===== src/rtl/deser8_pkg.sv =====
// Shared constants and types for the deser8_demux serial-to-parallel receiver.
package deser8_pkg;

  localparam int unsigned DESER_W = 8;
  localparam int unsigned IDX_W   = 3;

  typedef enum logic [0:0] {S_COLLECT, S_PARITY} state_e;

  localparam logic [DESER_W-1:0] OUT_BYTE_RST = '0;
  localparam logic [IDX_W-1:0]   IDX_RST      = '0;
  localparam logic [IDX_W-1:0]   IDX_LAST     = IDX_W'(DESER_W - 1);

endpackage


===== src/rtl/deser8_demux_if.sv =====
// Bit-stream input and byte-output handshake bundle for deser8_demux.
interface deser8_demux_if;
  import deser8_pkg::*;

  logic               in_valid;
  logic               in_bit;
  logic               in_ready;
  logic               out_valid;
  logic               out_ready;
  logic [DESER_W-1:0] out_byte;
  logic               parity_err;

  // master drives bits and consumes bytes; slave is the deserializer
  modport master (
    output in_valid, in_bit, out_ready,
    input  in_ready, out_valid, out_byte, parity_err
  );

  modport slave (
    input  in_valid, in_bit, out_ready,
    output in_ready, out_valid, out_byte, parity_err
  );
endinterface


===== src/rtl/bit_demux8.sv =====
// 3-to-8 one-hot decoder with enable: shadow-register write enables, the
// structural inverse of the 8:1 bit-select mux.
module bit_demux8
  import deser8_pkg::*;
(
  input  logic               en_i,
  input  logic [IDX_W-1:0]   sel_i,
  output logic [DESER_W-1:0] we_o
);

  always_comb begin
    we_o = '0;
    if (en_i) begin
      we_o[sel_i] = 1'b1;
    end
  end

endmodule


===== src/rtl/deser8_demux.sv =====
// Serial-to-parallel receiver: LSB-first bits into a one-entry byte buffer.
// Define DESER8_PARITY_EN for 9-bit frames with a trailing even-parity bit.
module deser8_demux
  import deser8_pkg::*;
#(
  parameter int unsigned WIDTH = DESER_W
) (
  input  logic           clk,
  input  logic           reset,
  input  logic           clear,
  deser8_demux_if.slave  bus
);

  state_e             state_q, state_d;
  logic [IDX_W-1:0]   idx_q, idx_d;
  logic [WIDTH-1:0]   shadow_q, shadow_d;
  logic [DESER_W-1:0] out_byte_q, out_byte_d;
  logic               out_valid_q, out_valid_d;
`ifdef DESER8_PARITY_EN
  logic               perr_q, perr_d;
`endif

  logic               in_ready;
  logic               stall_pos;
  logic               accept;
  logic               demux_en;
  logic [WIDTH-1:0]   we;

  assign accept   = bus.in_valid && in_ready;
  assign demux_en = accept && !clear && (state_q == S_COLLECT);

  bit_demux8 u_bit_demux8 (
    .en_i  (demux_en),
    .sel_i (idx_q),
    .we_o  (we)
  );

  // State register
  always_ff @(posedge clk) begin
    if (!reset) begin
      state_q     <= S_COLLECT;
      idx_q       <= IDX_RST;
      shadow_q    <= '0;
      out_byte_q  <= OUT_BYTE_RST;
      out_valid_q <= 1'b0;
`ifdef DESER8_PARITY_EN
      perr_q      <= 1'b0;
`endif
    end else begin
      state_q     <= state_d;
      idx_q       <= idx_d;
      shadow_q    <= shadow_d;
      out_byte_q  <= out_byte_d;
      out_valid_q <= out_valid_d;
`ifdef DESER8_PARITY_EN
      perr_q      <= perr_d;
`endif
    end
  end

  // Next-state logic
  always_comb begin
    state_d     = state_q;
    idx_d       = idx_q;
    shadow_d    = shadow_q;
    out_byte_d  = out_byte_q;
    out_valid_d = out_valid_q;
`ifdef DESER8_PARITY_EN
    perr_d      = perr_q;
`endif

    if (out_valid_q && bus.out_ready) begin
      out_valid_d = 1'b0;
    end

    // clear wins over a same-cycle accept; the output buffer keeps draining
    if (clear) begin
      state_d  = S_COLLECT;
      idx_d    = IDX_RST;
      shadow_d = '0;
    end else if (accept) begin
`ifdef DESER8_PARITY_EN
      if (state_q == S_PARITY) begin
        out_byte_d  = shadow_q;
        perr_d      = ^shadow_q ^ bus.in_bit;
        out_valid_d = 1'b1;
        shadow_d    = '0;
        state_d     = S_COLLECT;
      end else begin
        shadow_d = (shadow_q & ~we) | (we & {WIDTH{bus.in_bit}});
        idx_d    = idx_q + 1'b1;
        if (idx_q == IDX_LAST) begin
          state_d = S_PARITY;
        end
      end
`else
      shadow_d = (shadow_q & ~we) | (we & {WIDTH{bus.in_bit}});
      idx_d    = idx_q + 1'b1;
      if (idx_q == IDX_LAST) begin
        out_byte_d  = {bus.in_bit, shadow_q[DESER_W-2:0]};
        out_valid_d = 1'b1;
        shadow_d    = '0;
      end
`endif
    end
  end

  // Outputs: only the frame-closing bit can stall, and only if the buffer cannot drain
  always_comb begin
`ifdef DESER8_PARITY_EN
    stall_pos = (state_q == S_PARITY);
`else
    stall_pos = (idx_q == IDX_LAST);
`endif
    in_ready = reset && !(stall_pos && out_valid_q && !bus.out_ready);
  end

  assign bus.in_ready  = in_ready;
  assign bus.out_valid = out_valid_q;
  assign bus.out_byte  = out_byte_q;
`ifdef DESER8_PARITY_EN
  assign bus.parity_err = perr_q;
`else
  assign bus.parity_err = 1'b0;
`endif

endmodule


===== src/flat_wrapper.sv =====
// flat-port wrapper written by rule: the top's interface ports become plain ports
module deser8_demux_flat import deser8_pkg::*;
#(
  parameter int unsigned WIDTH = DESER_W
)
  (clk, reset, clear, bus_in_valid, bus_in_bit, bus_out_ready, bus_in_ready, bus_out_valid, bus_out_byte, bus_parity_err);
  deser8_demux_if bus_i ();
  input  logic clk;
  input  logic reset;
  input  logic clear;
  input wire logic [$bits(bus_i.in_valid)-1:0] bus_in_valid;
  input wire logic [$bits(bus_i.in_bit)-1:0] bus_in_bit;
  input wire logic [$bits(bus_i.out_ready)-1:0] bus_out_ready;
  output wire logic [$bits(bus_i.in_ready)-1:0] bus_in_ready;
  output wire logic [$bits(bus_i.out_valid)-1:0] bus_out_valid;
  output wire logic [$bits(bus_i.out_byte)-1:0] bus_out_byte;
  output wire logic [$bits(bus_i.parity_err)-1:0] bus_parity_err;
  assign bus_i.in_valid = bus_in_valid;
  assign bus_i.in_bit = bus_in_bit;
  assign bus_i.out_ready = bus_out_ready;
  assign bus_in_ready = bus_i.in_ready;
  assign bus_out_valid = bus_i.out_valid;
  assign bus_out_byte = bus_i.out_byte;
  assign bus_parity_err = bus_i.parity_err;
  deser8_demux #(.WIDTH(WIDTH)) u_core (.clk(clk), .reset(reset), .clear(clear), .bus(bus_i));
endmodule

===== config.mk =====
export PLATFORM = sky130hd
export DESIGN_NAME = deser8_demux_flat
export DESIGN_NICKNAME = d
export VERILOG_FILES = /design/src/rtl/deser8_pkg.sv /design/src/rtl/deser8_demux_if.sv /design/src/rtl/bit_demux8.sv /design/src/rtl/deser8_demux.sv /design/src/flat_wrapper.sv
export SDC_FILE = /design/constraint.sdc
export NUM_CORES = 1
export LEC_CHECK = 0
export ABC_AREA = 1
export CAP_MARGIN = 30
export CORE_UTILIZATION = 30
export DETAILED_ROUTE_END_ITERATION = 10
export GPL_TIMING_DRIVEN = 0
export PLACE_DENSITY = 0.52
export SYNTH_ARGS = -nofsm -noshare
export SYNTH_HDL_FRONTEND = slang
export SYNTH_HIERARCHICAL = 1
export SYNTH_SLANG_ARGS = --single-unit

===== constraint.sdc =====
create_clock -name clk -period 3.3 [get_ports clk]
set_clock_uncertainty 0.05 [all_clocks]
set_input_delay 0.99 -clock clk [delete_from_list [all_inputs] [get_ports clk]]
set_output_delay 0.99 -clock clk [all_outputs]
set_load 0.1 [all_outputs]

* Word level (Yosys, flattened, before mapping)
Cells that the tools add are included.
** Operators by class
- Equal/unequal tests :: 1
- Multipliers :: 0
- Div/mod/pow operators :: 0
- Muxes and demuxes :: 8
- Reductions and logical operators :: 12
- Bitwise operators :: 6
- Shift-type cells :: 0
- Magnitude comparators :: 2
- Add/sub/neg operators :: 1
** Operator list (number)
- 8-bit bitwise AND :: 2
- 8-bit 2-to-1 mux :: 2
- 8-bit NOT :: 1
- 8-bit bitwise OR :: 1
- 1-bit logical AND :: 7
- 1-bit 2-to-1 mux :: 5
- 3-bit by 4-bit less-than comparator with 1-bit output (second input constant) :: 1
- 3-bit by 1-bit adder with 3-bit output (second input constant) :: 1
- 1-bit demux with 3-bit select :: 1
- 3-bit equality test (second input constant) :: 1
- 3-bit by 1-bit >= comparator with 1-bit output (second input constant) :: 1
- 1-bit zero test :: 3
- 3-bit AND reduction :: 1
- 1-bit NOT :: 2
- 2-bit OR reduction :: 1
** Word-level totals
- Bits in read-only memories :: 0
- Bits in latches :: 0
- Input bits :: 6
- RAM bits :: 0
- Memories kept :: 0
- Flip-flop bits (word level) :: 20

* Logic depth before layout (Yosys ltp)
Gate-level depths: netlist (run 1).
- Depth after elaboration :: 12
- Mapped depth :: 14

* Modules after synthesis
Netlist (run 1), hierarchy kept.
** Modules (own cells, without submodules)
- deser8_demux :: area each 957.2 sq um, times used 1, cells an instance 142
- bit_demux8 :: area each 63.8 sq um, times used 1, cells an instance 17

* Worst setup path before layout (run 1)
Ideal clock, no wire load.
- Path kind :: input-to-output
- Start point :: input port bus_out_ready
- End point :: output port bus_in_ready
- Cell stages on the path :: 4
- Path buffers :: 0
- Data required time :: 2.260 ns
- Arrival :: 1.768 ns
- Setup slack :: 0.492 ns
- Cells stage by stage :: inv_1 > nand3_4 > nand2_1 > inv_1
** On the way
- Word-level cells in the longest chain between the ends :: 4
** Ends and longest elaborated chain
- from (decl) :: line flat_wrapper.sv:13 : input wire logic [$bits(bus_i.out_ready)-1:0] bus_out_ready;
- 1-bit zero test :: line deser8_demux.sv:115 : in_ready = reset && !(stall_pos && out_valid_q && !bus.out_ready);
- 1-bit logical AND :: line deser8_demux.sv:115
- 1-bit zero test :: line deser8_demux.sv:115
- 1-bit logical AND :: line deser8_demux.sv:115
- to (decl) :: line flat_wrapper.sv:14 : output wire logic [$bits(bus_i.in_ready)-1:0] bus_in_ready;
Every way passes these cells.

* Worst setup path in the final report (run 1)
- Start point :: input port reset
- End point :: output port bus_in_ready
** On the way
- Word-level cells in the longest chain between the ends :: 1
** Ends and longest elaborated chain
- from (decl) :: line flat_wrapper.sv:9 : input logic reset;
- 1-bit logical AND :: line deser8_demux.sv:115
Every way passes these cells.

==> run metrics, run 1 <==
n_diodes=0; leak pwr=around 0.0005 uW; vias after detailed routing=roughly 930; worst endpoint required time=2260 ps; routed wire length=2.01 mm; worst slack, placed=-707 ps; Fin. Hold Viols=0; CTS buffer count=3; Post-DRT Antenna Nets=0; Reg clk slew, reported paths=between 100 and 150 ps; critical path's slowest cell=clkdlybuf4s50_1; GP Congestion=about 0.8; reg2reg setup slack=between 900 and 1000 ps; DIE HEIGHT=roughly 60 um; Crit Path Max Fanout=10; drt pass-1 iters=4; antenna violations before repair=0; Setup CP Type=input port to primary output; commonest cells after routing, fill and taps aside=57 x nand2_1, 25 x nor2_1, 22 x inv_1; status=finished clean; Non-Filler Instances=220; CTS Buffer Depth=2; Die Wd=around 60 um; Root Driver=clkbuf_4; PnR worst setup slack=~140 ps; Comb pwr share=a little under a tenth; CTS tree=built; final setup TNS=0 ps; Initial DRC Count=25; Rows=20; synth warn=6; Worst R2R End=u_core/shadow_q[0]; syn nets=~170; max-cap violations=0; latest clock arrival within the worst-skew pair=approximately 300 ps; Crit path depth=5; Finished Cell Area=~0.0012 mm2; area grow syn2layout=21.6%; Slew HR=between 30% and 40%; part of the power in registers=59.8%; RSZ-0062 raised after global routing=no; number of global-route vias before repair=a little over 800; internal power=286 uW; fill count=343; Tmin final=3160 ps; reg-to-reg startpoint=u_core/idx_q[0]; Critical Path Max Stage Delay=about 560 ps; crit path launch=reset; mapped cell area=~0.0010 mm2; post-CTS sizing=6; Core Area=about 0.0031 mm2; WP buf/inv=4; Worst Setup End Kind=primary output; WL per Instance=a little over 9 um; Max VDD drop=around 0.12 mV; most common cell after layout, fill and taps aside=nand2_1; hold_ws=around 440 ps; layout cells sized above 1=under 10%; Worst Max-Slew Pin Slew=964 ps; hold crit path type=register to register; Vias per Instance=roughly 4.2; sw power=99.3 uW; Final period util=between 90% and 100%; Initial Utilization=roughly 33%; syn avg cell area=approximately 6.4 um2; Clock Power Share=30.6%; crit path cell chain=clkdlybuf4s50_1 -> clkbuf_8 -> nand2_1 -> inv_1 -> buf_4; depth of the worst register-to-register path=13; PwrDens=311 mW/mm2; worst setup path endpoint=bus_in_ready; CTS H-tree lvls=1; DRC viols=0; DIE AREA=about 0.0036 mm2; Post-CTS Setup Inserts=0; Top delay family on crit path=buffers and inverters; Final Max Slew Viols=0; All-Layer GR Usage=12.2%; CTS Sinks=19; dpl cells=216; CP arrival=about 2100 ps; total gr overflow=0; first-pass GRT wire length=3.29 mm; Switching Share=about a quarter; number of port buffers=14; kind of start point of the critical path=input port; Post-Synthesis Cells=about 160; Setup violations, final=0; hold_buf cts=0; Peak Freq=approximately 320 MHz; Placed Area=0.00121 mm2; DPL Wire Length=about 1.5 mm; pin count of the biggest net entering global routing=12; final layout net count=~190; # IOs=17
-- state kept, by name (all words and copies together), names as in the netlist --
name,count
u_core/bus.out_byte,8
u_core/shadow_q,7
u_core/idx_q,3
u_core/bus.out_valid,1
-- worst min-delay path: stages (launching register included) --
cell and delay [ps]:
dfxtp_1 340, nand2_1 60, a21oi_1 50
-- cell type report --
class / count / area [um2] / area share (%)
inverter: 25 / 93.8 / 7.58
sequential: 19 / 380 / 30.7
multi-input combinational: 108 / 488 / 39.4
buffer: 6 / 55.1 / 4.45
tap: 44 / 55.1 / 4.45
clock inverter: 1 / 5.00 / 0.404
timing repair buffer: 14 / 138 / 11.1
clock buffer: 3 / 22.5 / 1.82
-- layer usage --
| metal | global-route usage [%] | vias up | share of wire, % |
|---|---|---|---|
| li1 | - | 505 | - |
| met1 | 14.4 | 406 | 47 |
| met2 | 20.9 | 17 | 47 |
| met3 | 1.52 | 4 | 4.4 |
| met4 | 6.98 | 0 | 1.8 |
| met5 | 0 | - | 0 |
-- worst min path at each step --
stage                                   from                 end  slack (ps)  cells after the start
after floorplan           u_core/shadow_q[1]  u_core/shadow_q[1]         410                      2
after global placement    u_core/shadow_q[4]  u_core/shadow_q[4]         430                      2
after detailed placement  u_core/shadow_q[5]  u_core/shadow_q[5]         430                      2
after CTS                 u_core/shadow_q[5]  u_core/shadow_q[5]         450                      2
after global routing      u_core/shadow_q[2]  u_core/shadow_q[2]         480                      2
final                     u_core/shadow_q[1]  u_core/shadow_q[1]         440                      2
-- power groups by stage --
stage          clock, uW  sequential (uW)  combinational (uW)
2_1_floorplan          0              235                25.1
3_3_place_gp           0              236                37.2
3_5_place_dp           0              236                37.3
4_1_cts              129              231                37.2
5_1_grt              138              231                39.6
6_report             118              230                37.0
-- stage by stage --
stage / total power, uW / utilization (%)
3_3_place_gp: 273 / 38.8
2_1_floorplan: 261 / -
4_1_cts: 396 / 39.6
5_1_grt: 408 / 39.6
6_report: 385 / 39.6
3_5_place_dp: 273 / 38.8
Note: power is estimated with default switching activity, not from simulation.
==> inputs of run 2 (changes only) <==
- RECOVER_POWER: not set -> 25
==> run 2 against run 1 <==
Compared with the run above: fmax increased by 1.9%; sequential share of layout area increased by 0.67 points; setup slack improved by 58 ps; largest cell class unchanged; highest routed layer unchanged.
==> run metrics, run 2 (synthesized netlist as in run 1, its figures left out) <==
Root Driver=clkbuf_4; Reg clk slew, reported paths=110 ps (about the same); Post-CTS Setup Inserts=0 (unchanged); Worst R2R End=u_core/shadow_q[0]; CTS Sinks=19 (unchanged); CP arrival=2070 ps (-50 ps); RSZ-0062 raised after global routing=no; Max VDD drop=0.120 mV (-0.29%); CTS Buffer Depth=2 (unchanged); Initial Utilization=32.5% (unchanged); final layout net count=185 (unchanged); first-pass GRT wire length=3.29 mm (unchanged); Worst Max-Slew Pin Slew=964 ps (unchanged); Core Area=0.00313 mm2 (unchanged); hold_ws=443 ps (+1.16 ps); area grow syn2layout=19.1%; fill count=349 (+1.7%); Core Util, Final=38.7% (-0.84 points); hold path endpoint=u_core/shadow_q[1]; drt pass-1 iters=4 (unchanged); Worst Setup End Kind=primary output; Die Wd=60.2 um (unchanged); M1 WL=964 um (+1.5%); Post-DRT Antenna Nets=0 (unchanged); met2 WL post-DR=926 um (-0.96%); Met3 Routed Length=72 um (-18%); n_diodes=0 (unchanged); Initial DRC Count=24 (-4.0%); kind of start point of the critical path=input port; worst endpoint required time=2260 ps (about the same); hold_buf cts=0 (unchanged); Hold Path Origin=u_core/shadow_q[1]; DIE AREA=0.00363 mm2 (unchanged); Fin. Hold Viols=0 (unchanged); reg2reg setup slack=890 ps (-90 ps); post-CTS sizing=6 (unchanged); status=finished clean; Rows=20 (unchanged); DPL Wire Length=1.49 mm (unchanged); Crit Path Max Fanout=10 (unchanged); # IOs=17 (unchanged); leak pwr=0.000500 uW (-1.6%); DRC viols=0 (unchanged); PnR worst setup slack=195 ps (+58.3 ps); CTS H-tree lvls=1 (unchanged); Setup violations, final=0 (unchanged); depth of the worst hold-timing path=2 (unchanged); max-cap violations=0 (unchanged); Highest Signal Layer=met4; depth of the worst register-to-register path=13 (unchanged); worst slack, placed=-707 ps (unchanged); GP Congestion=0.799 (unchanged); vias after detailed routing=924 (-0.86%); Vias per Instance=4.20 (-0.86%); CTS tree=built; hold crit path type=register to register; commonest cells after routing, fill and taps aside=57 x nand2_1, 25 x nor2_1, 22 x inv_1; reg-to-reg startpoint=u_core/idx_q[0]; All-Layer GR Usage=12.2% (unchanged); CTS buffer count=3 (unchanged); routed wire length=2.00 mm (-0.55%); number of port buffers=14 (unchanged); latest clock arrival within the worst-skew pair=290 ps (about the same); PwrDens=317 mW/mm2 (+1.7%); layout cells sized above 1=7.95% (-1.7 points); Slew HR=35.5% (unchanged); number of global-route vias before repair=808 (unchanged); most common cell after layout, fill and taps aside=nand2_1; total gr overflow=0 (unchanged); pin count of the biggest net entering global routing=12 (unchanged); antenna violations before repair=0 (unchanged); Final period util=94.1% (-1.8 points); WL per Instance=9.09 um (-0.55%); Final Max Slew Viols=0 (unchanged); Tmin final=3110 ps (-58.3 ps); max FFs per register=8 (unchanged); DIE HEIGHT=60.2 um (unchanged); Setup CP Type=input port to primary output; Peak Freq=322 MHz (+1.9%)
## run 2: cell count changes in the layout (fill, tap and decap cells not counted)
cell,delta
buf_4,-1
buf_6,-1
clkbuf_1,+2
clkdlybuf4s50_1,-1
dlygate4sd3_1,+1
nand4_1,+1
nand4_4,-1
## run 2: worst max path at each step
stage | startpoint | end
5_1_grt | reset | bus_in_ready
6_report | reset | bus_in_ready
2_1_floorplan | bus_out_ready | bus_in_ready
4_1_cts | reset | bus_in_ready
3_5_place_dp | reset | bus_in_ready
3_3_place_gp | reset | bus_in_ready
## run 2: cell type report
type / count / area [um2] / area share [%]
well taps: 44 / 55.1 / 4.55
flip-flops and latches: 19 / 380 / 31.4
multi-input cells: 108 / 473 / 39.0
clock buffers: 3 / 22.5 / 1.86
plain buffers: 6 / 43.8 / 3.62
inverters: 25 / 93.8 / 7.75
repair buffers: 14 / 138 / 11.4
clock inverters: 1 / 5.00 / 0.413
## run 2: metal layers
layer | track usage (%) | up-vias
li1 | - | 505
met3 | 1.52 | 4
met5 | 0 | -
met2 | 20.9 | 14
met1 | 14.4 | 401
met4 | 6.98 | 0
## run 2: through the flow
step	total power [uW]	instance area (um2)	std cells	setup TNS (ps)
final	383	1210	220	0
after global routing	407	1210	220	0
after CTS	396	1240	220	0
after detailed placement	273	1210	216	-707
after global placement	273	1210	216	-708
after floorplan	261	1020	158	0
## run 2: worst max-delay path: stages
cell and delay, ps:
clkdlybuf4s50_1 520, clkbuf_8 180, nand2_1 60, inv_1 40, buf_4 270
## run 2: power breakdown
group,total (uW),switching [uW],internal [uW]
logic,35.6,25.3,10.3
registers,230,0.693,230
clock network,117,72.4,45.1
